===== config.mk =====
export PLATFORM = sky130hd
export DESIGN_NAME = dmem_lsu_master
export DESIGN_NICKNAME = d
export VERILOG_FILES = /design/src/rtl/dmem_lsu_master.sv
export SDC_FILE = /design/constraint.sdc
export NUM_CORES = 1
export LEC_CHECK = 0
export CAP_MARGIN = 20
export CORE_MARGIN = 5
export CORE_UTILIZATION = 30
export CTS_BUF_LIST = sky130_fd_sc_hd__clkbuf_2
export CTS_CLUSTER_DIAMETER = 40
export CTS_CLUSTER_SIZE = 25
export DETAILED_ROUTE_END_ITERATION = 6
export GPL_TIMING_DRIVEN = 0
export PLACE_DENSITY = 0.6
export SYNTH_ARGS = -nofsm -noshare
export SYNTH_HDL_FRONTEND = slang
export SYNTH_SLANG_ARGS = --single-unit

===== constraint.sdc =====
create_clock -name clk -period 2.1 [get_ports clk]
set_input_delay 0.42 -clock clk [delete_from_list [all_inputs] [get_ports clk]]
set_output_delay 0.42 -clock clk [all_outputs]
set_load 0.03 [all_outputs]

===== src/rtl/dmem_lsu_master.sv =====
// Split-phase dmem initiator: one load/store at a time, with strobe/lane generation,
// load extraction and misalignment/bus-error/timeout reporting.
module dmem_lsu_master #(
    parameter int unsigned p_ADDR_BITS = 32,
    parameter int unsigned p_DATA_BITS = 32,
    parameter int unsigned p_STRB_BITS = p_DATA_BITS / 8,
    parameter int unsigned p_TIMEOUT   = 256
) (
    input  logic                   clk,
    input  logic                   rst,
    input  logic                   req_valid_i,
    output logic                   req_ready_o,
    input  logic                   req_cmd_i,
    input  logic [1:0]             req_size_i,
    input  logic                   req_unsigned_i,
    input  logic [p_ADDR_BITS-1:0] req_addr_i,
    input  logic [p_DATA_BITS-1:0] req_wdata_i,
    output logic                   resp_valid_o,
    output logic [p_DATA_BITS-1:0] resp_rdata_o,
    output logic                   resp_err_o,
    output logic                   resp_misaligned_o,
    output logic                   resp_timeout_o,
    output logic [p_ADDR_BITS-1:0] mem_addr_o,
    output logic                   mem_cmd_o,
    output logic [1:0]             mem_size_o,
    output logic                   mem_valid_o,
    input  logic                   mem_ready_i,
    output logic                   mem_r_ready_o,
    input  logic                   mem_r_valid_i,
    input  logic [p_DATA_BITS-1:0] mem_r_data_i,
    input  logic                   mem_r_resp_i,
    output logic                   mem_w_valid_o,
    input  logic                   mem_w_ready_i,
    output logic [p_STRB_BITS-1:0] mem_w_strb_o,
    output logic [p_DATA_BITS-1:0] mem_w_data_o,
    input  logic                   mem_w_resp_i
);
    localparam int unsigned TMO_W = $clog2(p_TIMEOUT);

    typedef enum logic [1:0] {S_IDLE, S_CMD, S_RDATA, S_DONE} state_t;

    state_t                 state_q, state_d;
    logic                   cmd_q, cmd_d;
    logic [1:0]             size_q, size_d;
    logic                   uns_q, uns_d;
    logic [p_ADDR_BITS-1:0] addr_q, addr_d;
    logic [p_STRB_BITS-1:0] strb_q, strb_d;
    logic [p_DATA_BITS-1:0] wdata_q, wdata_d;
    logic [p_DATA_BITS-1:0] rdata_q, rdata_d;
    logic                   err_q, err_d;
    logic                   mis_q, mis_d;
    logic                   tout_q, tout_d;
    logic [TMO_W-1:0]       tmo_q, tmo_d;

    logic                   bad_req;
    logic                   tmo_max;
    logic [p_STRB_BITS-1:0] strb_new;
    logic [p_DATA_BITS-1:0] wdata_new;
    logic [p_DATA_BITS-1:0] sh;
    logic [p_DATA_BITS-1:0] load_ext;

    always_ff @(posedge clk) begin
        if (rst) begin
            state_q <= S_IDLE;
            cmd_q   <= 1'b0;
            size_q  <= '0;
            uns_q   <= 1'b0;
            addr_q  <= '0;
            strb_q  <= '0;
            wdata_q <= '0;
            rdata_q <= '0;
            err_q   <= 1'b0;
            mis_q   <= 1'b0;
            tout_q  <= 1'b0;
            tmo_q   <= '0;
        end else begin
            state_q <= state_d;
            cmd_q   <= cmd_d;
            size_q  <= size_d;
            uns_q   <= uns_d;
            addr_q  <= addr_d;
            strb_q  <= strb_d;
            wdata_q <= wdata_d;
            rdata_q <= rdata_d;
            err_q   <= err_d;
            mis_q   <= mis_d;
            tout_q  <= tout_d;
            tmo_q   <= tmo_d;
        end
    end

    // Request-side decode: alignment check, byte lanes and replicated store data.
    always_comb begin
        bad_req   = 1'b0;
        strb_new  = '0;
        wdata_new = req_wdata_i;
        unique case (req_size_i)
            2'd0: begin
                strb_new  = p_STRB_BITS'(1) << req_addr_i[1:0];
                wdata_new = {(p_DATA_BITS/8){req_wdata_i[7:0]}};
            end
            2'd1: begin
                bad_req   = req_addr_i[0];
                strb_new  = p_STRB_BITS'(3) << req_addr_i[1:0];
                wdata_new = {(p_DATA_BITS/16){req_wdata_i[15:0]}};
            end
            2'd2: begin
                bad_req  = (req_addr_i[1:0] != 2'b00);
                strb_new = '1;
            end
            default: bad_req = 1'b1;
        endcase
    end

    always_comb begin
        sh       = mem_r_data_i >> {addr_q[1:0], 3'b000};
        load_ext = sh;
        unique case (size_q)
            2'd0:    load_ext = {{(p_DATA_BITS-8){~uns_q & sh[7]}}, sh[7:0]};
            2'd1:    load_ext = {{(p_DATA_BITS-16){~uns_q & sh[15]}}, sh[15:0]};
            default: load_ext = sh;
        endcase
    end

    always_comb begin
        state_d = state_q;
        cmd_d   = cmd_q;
        size_d  = size_q;
        uns_d   = uns_q;
        addr_d  = addr_q;
        strb_d  = strb_q;
        wdata_d = wdata_q;
        rdata_d = rdata_q;
        err_d   = err_q;
        mis_d   = mis_q;
        tout_d  = tout_q;
        tmo_d   = tmo_q;
        tmo_max = (tmo_q == TMO_W'(p_TIMEOUT - 1));
        unique case (state_q)
            S_IDLE: begin
                if (req_valid_i) begin
                    cmd_d   = req_cmd_i;
                    size_d  = req_size_i;
                    uns_d   = req_unsigned_i;
                    addr_d  = req_addr_i;
                    strb_d  = strb_new;
                    wdata_d = wdata_new;
                    rdata_d = '0;
                    err_d   = bad_req;
                    mis_d   = bad_req;
                    tout_d  = 1'b0;
                    tmo_d   = '0;
                    state_d = bad_req ? S_DONE : S_CMD;
                end
            end
            S_CMD: begin
                // A completing handshake wins over a timeout landing in the same cycle.
                if (cmd_q && mem_ready_i && mem_w_ready_i) begin
                    err_d   = mem_w_resp_i;
                    state_d = S_DONE;
                end else if (!cmd_q && mem_ready_i) begin
                    tmo_d   = '0;
                    state_d = S_RDATA;
                end else if (tmo_max) begin
                    err_d   = 1'b1;
                    tout_d  = 1'b1;
                    state_d = S_DONE;
                end else begin
                    tmo_d = tmo_q + 1'b1;
                end
            end
            S_RDATA: begin
                if (mem_r_valid_i) begin
                    err_d   = mem_r_resp_i;
                    rdata_d = mem_r_resp_i ? '0 : load_ext;
                    state_d = S_DONE;
                end else if (tmo_max) begin
                    err_d   = 1'b1;
                    tout_d  = 1'b1;
                    state_d = S_DONE;
                end else begin
                    tmo_d = tmo_q + 1'b1;
                end
            end
            S_DONE:  state_d = S_IDLE;
            default: state_d = S_IDLE;
        endcase
    end

    assign req_ready_o       = (state_q == S_IDLE);
    assign resp_valid_o      = (state_q == S_DONE);
    assign resp_rdata_o      = (state_q == S_DONE) ? rdata_q : '0;
    assign resp_err_o        = (state_q == S_DONE) & err_q;
    assign resp_misaligned_o = (state_q == S_DONE) & mis_q;
    assign resp_timeout_o    = (state_q == S_DONE) & tout_q;
    assign mem_addr_o        = addr_q;
    assign mem_cmd_o         = cmd_q;
    assign mem_size_o        = size_q;
    assign mem_valid_o       = (state_q == S_CMD);
    assign mem_w_valid_o     = (state_q == S_CMD) & cmd_q;
    assign mem_r_ready_o     = (state_q == S_RDATA);
    assign mem_w_strb_o      = strb_q;
    assign mem_w_data_o      = wdata_q;

endmodule

=== Yosys cells after proc, flatten, opt, wreduce, memory -nomap -nowiden ===
Cells that the tools add are included.

* Bits of input ports: 108
* Word-level logic and storage cells: 85
* Register bits after elaboration: 117

* Shift-type cells: 3
* Eq/ne operators: 13
* Bitwise operators: 7
* $add $sub $neg: 1
* Reductions and logical operators: 15
* Multiplexer cells: 34

{| class="wikitable"
|+ Operators with widths
! operator !! number
|-
| one-hot mux 32 bit (2 select lines) || 3
|-
| 2-to-1 mux 32 bit || 4
|-
| 2-to-1 mux 8 bit || 5
|-
| right shift 32 x 5 -> 32 bit || 1
|-
| one-hot mux 8 bit (3 select lines) || 1
|-
| 2-to-1 mux 2 bit || 6
|-
| one-hot mux 4 bit (3 select lines) || 1
|-
| 2-to-1 mux 1 bit || 10
|-
| one-hot mux 1 bit (3 select lines) || 3
|-
| adder 8 x 1 -> 8 bit, second input constant || 1
|-
| == test 8 bit, second input constant || 1
|-
| != test 2 bit, second input constant || 4
|-
| one-hot mux 2 bit (4 select lines) || 1
|-
| AND 1 bit || 6
|-
| == test 2 x 1 -> 1 bit, second input constant || 3
|-
| == test 2 bit, second input constant || 3
|-
| zero test 2 bit || 3
|-
| AND reduction 3 bit || 2
|-
| AND reduction 5 bit || 1
|-
| AND reduction 4 bit || 1
|-
| nonzero test 2 bit || 2
|-
| << shifter 1 x 2 -> 4 bit, first input constant || 1
|-
| << shifter 2 x 2 -> 4 bit, first input constant || 1
|-
| logical AND 1 bit || 3
|-
| other kinds (6) || 6
|}

=== Longest topological paths before layout ===
Gate-level depths: netlist of run 1.

* Word-level depth: 6
* Mapped depth: 10
* Depth with buffers taken out: 7

=== Worst setup path before layout of run 1 ===
Ideal clock, no wire load.

* Kind: register to register
* From: reg state_q[0]
* To: reg rdata_q[24]
* Setup time: 0.123 ns
* Required time: 1.977 ns
* Buffers on the path: 3
* Arrival time: 2.189 ns
* Setup slack: -0.212 ns
* Clock period less this slack: 2.312 ns
* Stages on the path, launching flop included: 11
* Cells stage by stage: dfxtp_1 inv_1 ha_1 nor2b_4 buf_6 nor4_4 and3b_1 buf_6 and2b_1 buf_6 a221o_2

* Word-level cells in the longest chain between the ends: 3
* Elaborated cells between the ends (all ways): 7
* Classes of those cells: eq/ne: 3; mux: 1; reduce/logical: 3

{| class="wikitable"
|+ RTL lines
! element !! line !! text
|-
| start: declaration || 42 || <nowiki>state_t state_q, state_d;</nowiki>
|-
| start signal: assignment || 77 || <nowiki>state_q <= state_d;</nowiki>
|-
| zero test 2 bit (*) || n/a ||
|-
| named net req_ready_o || 12 || <nowiki>output logic req_ready_o,</nowiki>
|-
| != test 2 bit (no line) / nonzero test 2 bit (equally long branches) || n/a ||
|-
| AND reduction 3 bit (no line) || n/a ||
|-
| end signal: assignment || 84 || <nowiki>rdata_q <= rdata_d;</nowiki>
|-
| end: declaration || 49 || <nowiki>logic [p_DATA_BITS-1:0] rdata_q, rdata_d;</nowiki>
|}

Mark *: on every way through the listed nets, which the timed path passes. The rest lies on a longest branch.
A chain may end at the register's enable or synchronous reset.

=== Worst setup path in the final report of run 1 ===
* From: reg state_q[0]
* To: out resp_rdata_o[1]

* Word-level cells in the longest chain between the ends: 2

{| class="wikitable"
|+ RTL lines
! element !! line !! text
|-
| == test 2 bit || 192 || <nowiki>assign resp_rdata_o = (state_q == S_DONE) ? rdata_q : '0;</nowiki>
|-
| 2-to-1 mux 32 bit || 192 ||
|-
| end: declaration || 19 || <nowiki>output logic [p_DATA_BITS-1:0] resp_rdata_o,</nowiki>
|}

Every way passes these cells.

==> run metrics, run 1 <==
outcome=finished with violations; failing checks=negative setup slack; P_sw=3.80 mW; initial antenna violation count=1; Routed WL=21,100 µm; row cnt=49; number of instances in the placed design=1,109; Max Clk Rate=434 MHz; Worst setup EP type=primary output; met2 global-route usage=30.7%; total CTS buffers=17; Clk network pwr share=17.2%; Seq/Total Area, Yosys=42.8%; CP Launch Type=flop; Via density=5.00; Final Hold Viols=0; vias in the first global route=5,760; RR Startpoint=state_q[1]; syn nets=779; Comb pwr share=50.3%; Routed wire per std cell=18.1 µm; Setup-failing EPs final=43; hold_sp=req_addr_i[24]; hold_ws=0.227 ns; synth unique cells=49; Flop pwr share=32.5%; worst hold path class=input pin to flop; Post-Syn Instances=665; Clock Skew=0.0380 ns; Post-synth ARST share=0%; GP Congestion=0.882; die area=21,000 µm²; die height=145 µm; met3 GRT Util=7.92%; PwrDens=987 nW/µm²; RSZ-0062 raised after global routing=yes; #FFs+latches synth=117; root buffer cell=clkbuf_2; CTS Hold Bufs=0; largest net degree at the start of global routing=17; clock slew at reported path FFs=0.22 ns; share of layout cells above drive strength 1=22.2%; starting density of the core=30.4%; slew at the pin closest to its max-slew limit=0.815 ns; Worst Path Required=1.68 ns; EDFF count, synth=0; warnings from Yosys=0; first-pass GRT wire length=32,400 µm; Avg Inst Size Synth=8.22 µm²; sw frac=44.0%; Leak Pwr=3.68 nW; H-tree depth=4; Post-Layout Cell Count=1,166; GRT overflow=0; Synth Cell Area=5470 µm²; worst setup margin=-0.206 ns; Rel. slew slack=45.6%; Worst R2R End=rdata_q[26]; Max Cap Viol=0; r2r setup slk=-0.03 ns; post-route ant nets=0; grt peak-use layer=met2; die width=145 µm; hpwl dp=15,400 µm; I/O Buffers=215; post-layout min period=2.31 ns; Global Route Usage Sum=19.2%; r2r worst-path depth=11; kind of critical path=flop to primary output; met1 Use GR=24.0%; Slew Viols, Final=0; core area=18,000 µm²; # IOs=219; Final Net Count=1,037; Worst Path Max Fanout=8; initial drt markers=265; clock sink count=117; DRC viols=0; drt pass-1 iters=6; fin crit share=110%; internal power=4.84 mW; maximum vdd drop=0.392 mV; clk_lat worst skew=0.70 ns; Via Count=5,827; Pwr Total=8.64 mW; CTS tree=yes; Layout Area Growth over Synthesis=60.1%; Hold Crit Endpoint=mem_addr_o[24]; Util after Layout=48.7%; Min-Delay Path Depth=3; dominant register cell in the synthesized netlist=dfxtp_1; clock buffer depth=2; Critical Path AT=1.89 ns
==> sequential cells by signal, summed over array words and instances (netlist names) <==
| register | flops |
|---|---|
| mis_q | 1 |
| uns_q | 1 |
| err_q | 1 |
| mem_size_o | 2 |
| tout_q | 1 |
| mem_addr_o | 32 |
| mem_cmd_o | 1 |
| tmo_q | 8 |
| state_q | 2 |
| mem_w_data_o | 32 |
| rdata_q | 32 |
| mem_w_strb_o | 4 |
==> worst max-delay path by stage <==
stage | startpoint | end | slack (ns) | cells past startpoint
2_1_floorplan | state_q[0] | rdata_q[24] | 0.0002 | 10
3_3_place_gp | state_q[1] | resp_rdata_o[1] | -0.80 | 5
3_5_place_dp | state_q[1] | resp_rdata_o[2] | -0.76 | 5
4_1_cts | state_q[0] | resp_rdata_o[2] | -0.28 | 5
5_1_grt | state_q[1] | resp_rdata_o[2] | -0.31 | 5
6_report | state_q[0] | resp_rdata_o[1] | -0.21 | 5
==> final cells by class <==
class                   instances  area (µm²)
plain buffers                  52         345
repair buffers                242        2410
multi-input cells             487        3100
fillers                      1770        9210
flip-flops and latches        117        2350
diodes                          1        2.50
inverters                       6        25.0
clock inverters                14         143
clock buffers                  18        90.1
well taps                     229         287
==> stage by stage <==
step / cell area [µm²] / setup TNS, ns / setup slack (ns)
floorplan: 5510 / 0 / 0.000186
global placement: 7950 / -56.83 / -0.802
detailed placement: 7950 / -57.02 / -0.759
CTS: 8490 / -9.61 / -0.282
global route: 8750 / -11.80 / -0.312
finish: 8750 / -6.17 / -0.206
==> cell usage in the layout (no fill, tap or decap), types with 26 or more instances in the layout <==
cell             Yosys  final
clkdlybuf4s50_1      0    104
and2_4               0     35
dlygate4sd2_1        0     67
nor2_1              52     50
mux2i_1             26     26
a21oi_1             72     72
dfxtp_1            117    112
buf_6                4     53
o21ai_0             30     30
clkbuf_2             0     31
nand2_1            139    138
==> worst max-delay path: stages, from the launching register on <==
cell       delay [ns]
dfxtp_4          0.41
ha_4             0.17
clkbuf_16        0.17
clkbuf_16        0.16
and2_4           0.15
buf_6            0.13
==> power by group through the flow <==
stage / clock (mW) / sequential [mW] / combinational, mW
6_report: 1.48 / 2.81 / 4.35
5_1_grt: 1.64 / 2.85 / 4.68
4_1_cts: 1.55 / 2.81 / 3.96
3_5_place_dp: 0 / 2.86 / 3.79
3_3_place_gp: 0 / 2.85 / 3.79
2_1_floorplan: 0 / 3.38 / 1.77
==> synth_stat cells, drive strengths merged, types with 2 or more instances <==
master / count / share of area (%)
a211o: 8 / 1.3
a211oi: 12 / 1.9
a21oi: 72 / 6.6
a221o: 16 / 3.2
a22o: 8 / 1.3
a311oi: 11 / 1.8
a31oi: 3 / 0.34
a32oi: 7 / 1.1
and2: 37 / 4.3
and3: 3 / 0.34
and4: 2 / 0.32
buf: 14 / 1.6
clkbuf: 41 / 2.8
dfxtp: 117 / 43
ha: 6 / 1.4
inv: 6 / 0.41
mux2: 8 / 1.6
mux2i: 26 / 4.8
nand2: 139 / 9.5
nand2b: 2 / 0.23
nand3: 3 / 0.27
nand3b: 2 / 0.27
nor2: 52 / 3.6
nor2b: 11 / 1.4
nor3: 6 / 0.55
o211ai: 3 / 0.41
o21ai: 31 / 2.9
o21bai: 2 / 0.27
o22ai: 2 / 0.23
xnor2: 3 / 0.48
==> logic make-up after synthesis <==
| logic type | share of synthesized area [%] |
|---|---|
| muxes | 6.41 |
| and+or+nand+nor | 21.7 |
| AOI/OAI and AO/OA | 22.4 |
| xor gates and xnor gates | 0.481 |
| adders and majority gates | 1.37 |
| DFF | 42.8 |
| buffers and inverters | 4.83 |
==> timing repair <==
| item | in CTS | in global routing |
|---|---|---|
| endpoints found under the hold margin | 0 | 0 |
| buffers inserted | 11 | 10 |
| resized for setup | 412 | 67 |
| pin swaps | 35 | 16 |
| endpoints found under the setup margin | 171 | 124 |
| gates cloned | 5 | 1 |
==> layer usage <==
metal	up-vias	share of wire [%]
met5	-	0
met4	0	1.7
met3	23	9.4
met2	231	46
met1	2721	43
li1	2852	-
No activity file was read; power rests on OpenSTA's default activity.
==> run 2: changes to the inputs <==
--- a/config.mk
+++ b/config.mk
@@ -5,6 +5,7 @@
 export SDC_FILE = /design/constraint.sdc
 export NUM_CORES = 1
 export LEC_CHECK = 0
+export ABC_AREA = 1
 export CAP_MARGIN = 20
 export CORE_MARGIN = 5
 export CORE_UTILIZATION = 30
@@ -13,7 +14,7 @@
 export CTS_CLUSTER_SIZE = 25
 export DETAILED_ROUTE_END_ITERATION = 6
 export GPL_TIMING_DRIVEN = 0
-export PLACE_DENSITY = 0.6
+export PLACE_DENSITY = 0.59
 export SYNTH_ARGS = -nofsm -noshare
 export SYNTH_HDL_FRONTEND = slang
 export SYNTH_SLANG_ARGS = --single-unit
==> run 2 against run 1 <==
Effect of this change:
- worst hold slack better by 0.10 ns
- routed wire length is 9.1% higher
- largest power group unchanged
- non-clock buffer count is 4 lower
- the run still ends with negative setup slack left
- worst setup slack better by 0.085 ns
- clock skew is 0.0072 ns lower
==> run metrics, run 2 <==
kind of critical path=flop to primary output; synth cell count leaders=nand2_1 (252), dfxtp_1 (117), nor2_1 (98); Min-Delay Path Depth=3 (unchanged); setup tns final=-3.31 ns (+2.86 ns); dominant register cell in the synthesized netlist=dfxtp_1; # IOs=219 (unchanged); Synth Cell Area=5990 µm² (+9.6%); Post-synth ARST share=0% (unchanged); Post-Syn Instances=903 (+36%); syn nets=1,017 (+31%); first-pass GRT wire length=35,200 µm (+8.8%); clock slew at reported path FFs=0.20 ns (-0.02 ns); clk_lat worst skew=0.69 ns (about the same); count leader, synth=nand2_1; commonest non-fill, non-tap cells in the layout=nand2_1 (230), dfxtp_1 (114), clkdlybuf4s50_1 (107); initial antenna violation count=1 (unchanged); I/O Buffers=218 (+1.4%); die width=151 µm (+4.4%); H-tree depth=4 (unchanged); Max Cap Viol=0 (unchanged); Area contributors post-synth=dfxtp_1 (39%), nand2_1 (16%), nand3_1 (6.2%), nor2_1 (6.1%), a21oi_1 (5.4%); post-layout min period=2.22 ns (-0.0846 ns); top cell type's share of synthesized area=39.1% (-3.8 points); DP Area=8510 µm² (+7.1%); core area=19,600 µm² (+9.1%); hpwl dp=17,400 µm (+13%); slew at the pin closest to its max-slew limit=0.692 ns (-0.123 ns); grt peak-use layer=met2; starting density of the core=30.6% (+0.16 points); vias in the first global route=6,697 (+16%); post-route ant nets=0 (unchanged); Seq/Total Area, Yosys=39.1% (-3.8 points); failing checks=negative setup slack; synth unique cells=30 (-39%); CTS tree=yes; Via density=4.72 (-5.6%); RSZ-0062 raised after global routing=yes; r2r worst-path depth=11 (unchanged); Worst Path Required=1.68 ns (about the same); Post-Layout Inst Area=9120 µm² (+4.1%); Routed WL=23,000 µm (+9.1%); DRC viols=0 (unchanged); met1 Use GR=23.8% (-0.17 points); Final Net Count=1,269 (+22%); row cnt=51 (+4.1%); warnings from Yosys=0 (unchanged); post-synth top area cell=dfxtp_1; commonest non-fill, non-tap cell in the layout=nand2_1; worst hold path class=input pin to flop; root buffer cell=clkbuf_2; Worst Path Max Fanout=7 (-1); Global Route Usage Sum=19.8% (+0.55 points); CTS Hold Bufs=0 (unchanged); Avg Inst Size Synth=6.64 µm² (-19%); worst setup margin=-0.122 ns (+0.0846 ns); Routed wire per std cell=16.0 µm (-11%); met2 global-route usage=31.4% (+0.67 points); Rel. slew slack=53.8% (+8.2 points); GRT overflow=0 (unchanged); Critical Path AT=1.80 ns (-0.09 ns); initial drt markers=342 (+29%); fin crit share=106% (-4.0 points); PwrDens=818 nW/µm² (-17%); Via Count=6,766 (+16%); maximum vdd drop=0.362 mV (-7.9%); Layout Area Growth over Synthesis=52.1%; Pwr Total=7.46 mW (-14%); Clock Skew=0.0308 ns (-0.00720 ns); EDFF count, synth=0 (unchanged); Max Clk Rate=450 MHz (+3.8%); die height=151 µm (+4.4%); die area=22,900 µm² (+8.9%); clock buffer depth=2 (unchanged); drt pass-1 iters=5 (-1); share of layout cells above drive strength 1=19.2% (-3.0 points); Worst setup EP type=primary output; Final Hold Viols=0 (unchanged); total CTS buffers=17 (unchanged); CP Launch Type=flop; outcome=finished with violations; GP Congestion=0.868 (-1.6%); Leak Pwr=4.39 nW (+19%); #FFs+latches synth=117 (unchanged); Setup-failing EPs final=36 (-16%); largest net degree at the start of global routing=17 (unchanged); clock sink count=117 (unchanged); Slew Viols, Final=0 (unchanged); met3 GRT Util=9.61% (+1.7 points)
==> run 2: changes by cell type after synthesis, sizes merged, moves of 19 or more <==
cell / delta
and2: -37
buf: +21
clkbuf: -19
inv: +86
mux2i: -26
nand2: +125
nand3: +76
nor2: +50
o211ai: +21
o21ai: +41
==> run 2: metrics by stage <==
step / hold slack, ns / cells / worst slack [ns] / utilization, %
2_1_floorplan: 0.421 / 903 / 0.172 / -
3_3_place_gp: 0.435 / 1386 / -0.497 / 43.4
3_5_place_dp: 0.439 / 1386 / -0.478 / 43.4
4_1_cts: 0.215 / 1424 / -0.236 / 45.5
5_1_grt: 0.214 / 1434 / -0.277 / 46.5
6_report: 0.327 / 1434 / -0.122 / 46.5
==> run 2: path summary, 6_finish.rpt <==
kind	slack, ns	startpoint	end
worst max-delay path	-0.12	state_q[0]	resp_rdata_o[6]
worst min-delay path	0.33	req_addr_i[17]	mem_addr_o[17]
worst max register to register	0.14	state_q[0]	tmo_q[5]
worst min register to register	0.48	rdata_q[19]	rdata_q[19]
==> run 2: cells by family after synthesis <==
logic type	Yosys count	synth area share (%)
AO/OA/AOI/OAI	182	17.1
adder cells (fa/ha/maj)	6	1.25
buffers and inverters	150	11.2
flip-flops	117	39.1
AND/OR/NAND/NOR	448	31.4
==> run 2: what timing repair did <==
item	4_1_cts	5_1_grt
pin swaps	4	4
cloned	2	1
buffers inserted	4	8
endpoints found under the setup margin	114	110
gates resized for setup	392	57
==> run 2: worst max-delay path, cell delays in order (launching register included) <==
cell	delay, ns
dfxtp_4	0.41
ha_4	0.17
buf_12	0.14
clkbuf_16	0.16
nand2_2	0.07
inv_2	0.03
buf_6	0.12
==> run 2: where the power goes <==
part           total (mW)  internal [mW]  switching (mW)  leakage [nW]
Clock                1.73          0.777           0.951         0.149
Combinational        3.06           1.12            1.94          3.28
Sequential           2.67           2.50           0.167         0.961
==> run 2: per-layer routing <==
layer	vias to the layer above	wire length, µm
met5	-	0
met4	0	283
met3	21	2920
met2	277	10200
met1	3058	9580
li1	3410	-
==> run 2: cell type report <==
class | instances | area, µm²
diodes | 1 | 2.50
plain buffers | 57 | 387
clock buffers | 18 | 90.1
clock inverters | 14 | 184
fillers | 2089 | 10500
inverters | 93 | 359
multi-input cells | 636 | 3130
flip-flops and latches | 117 | 2350
well taps | 265 | 332
repair buffers | 233 | 2280
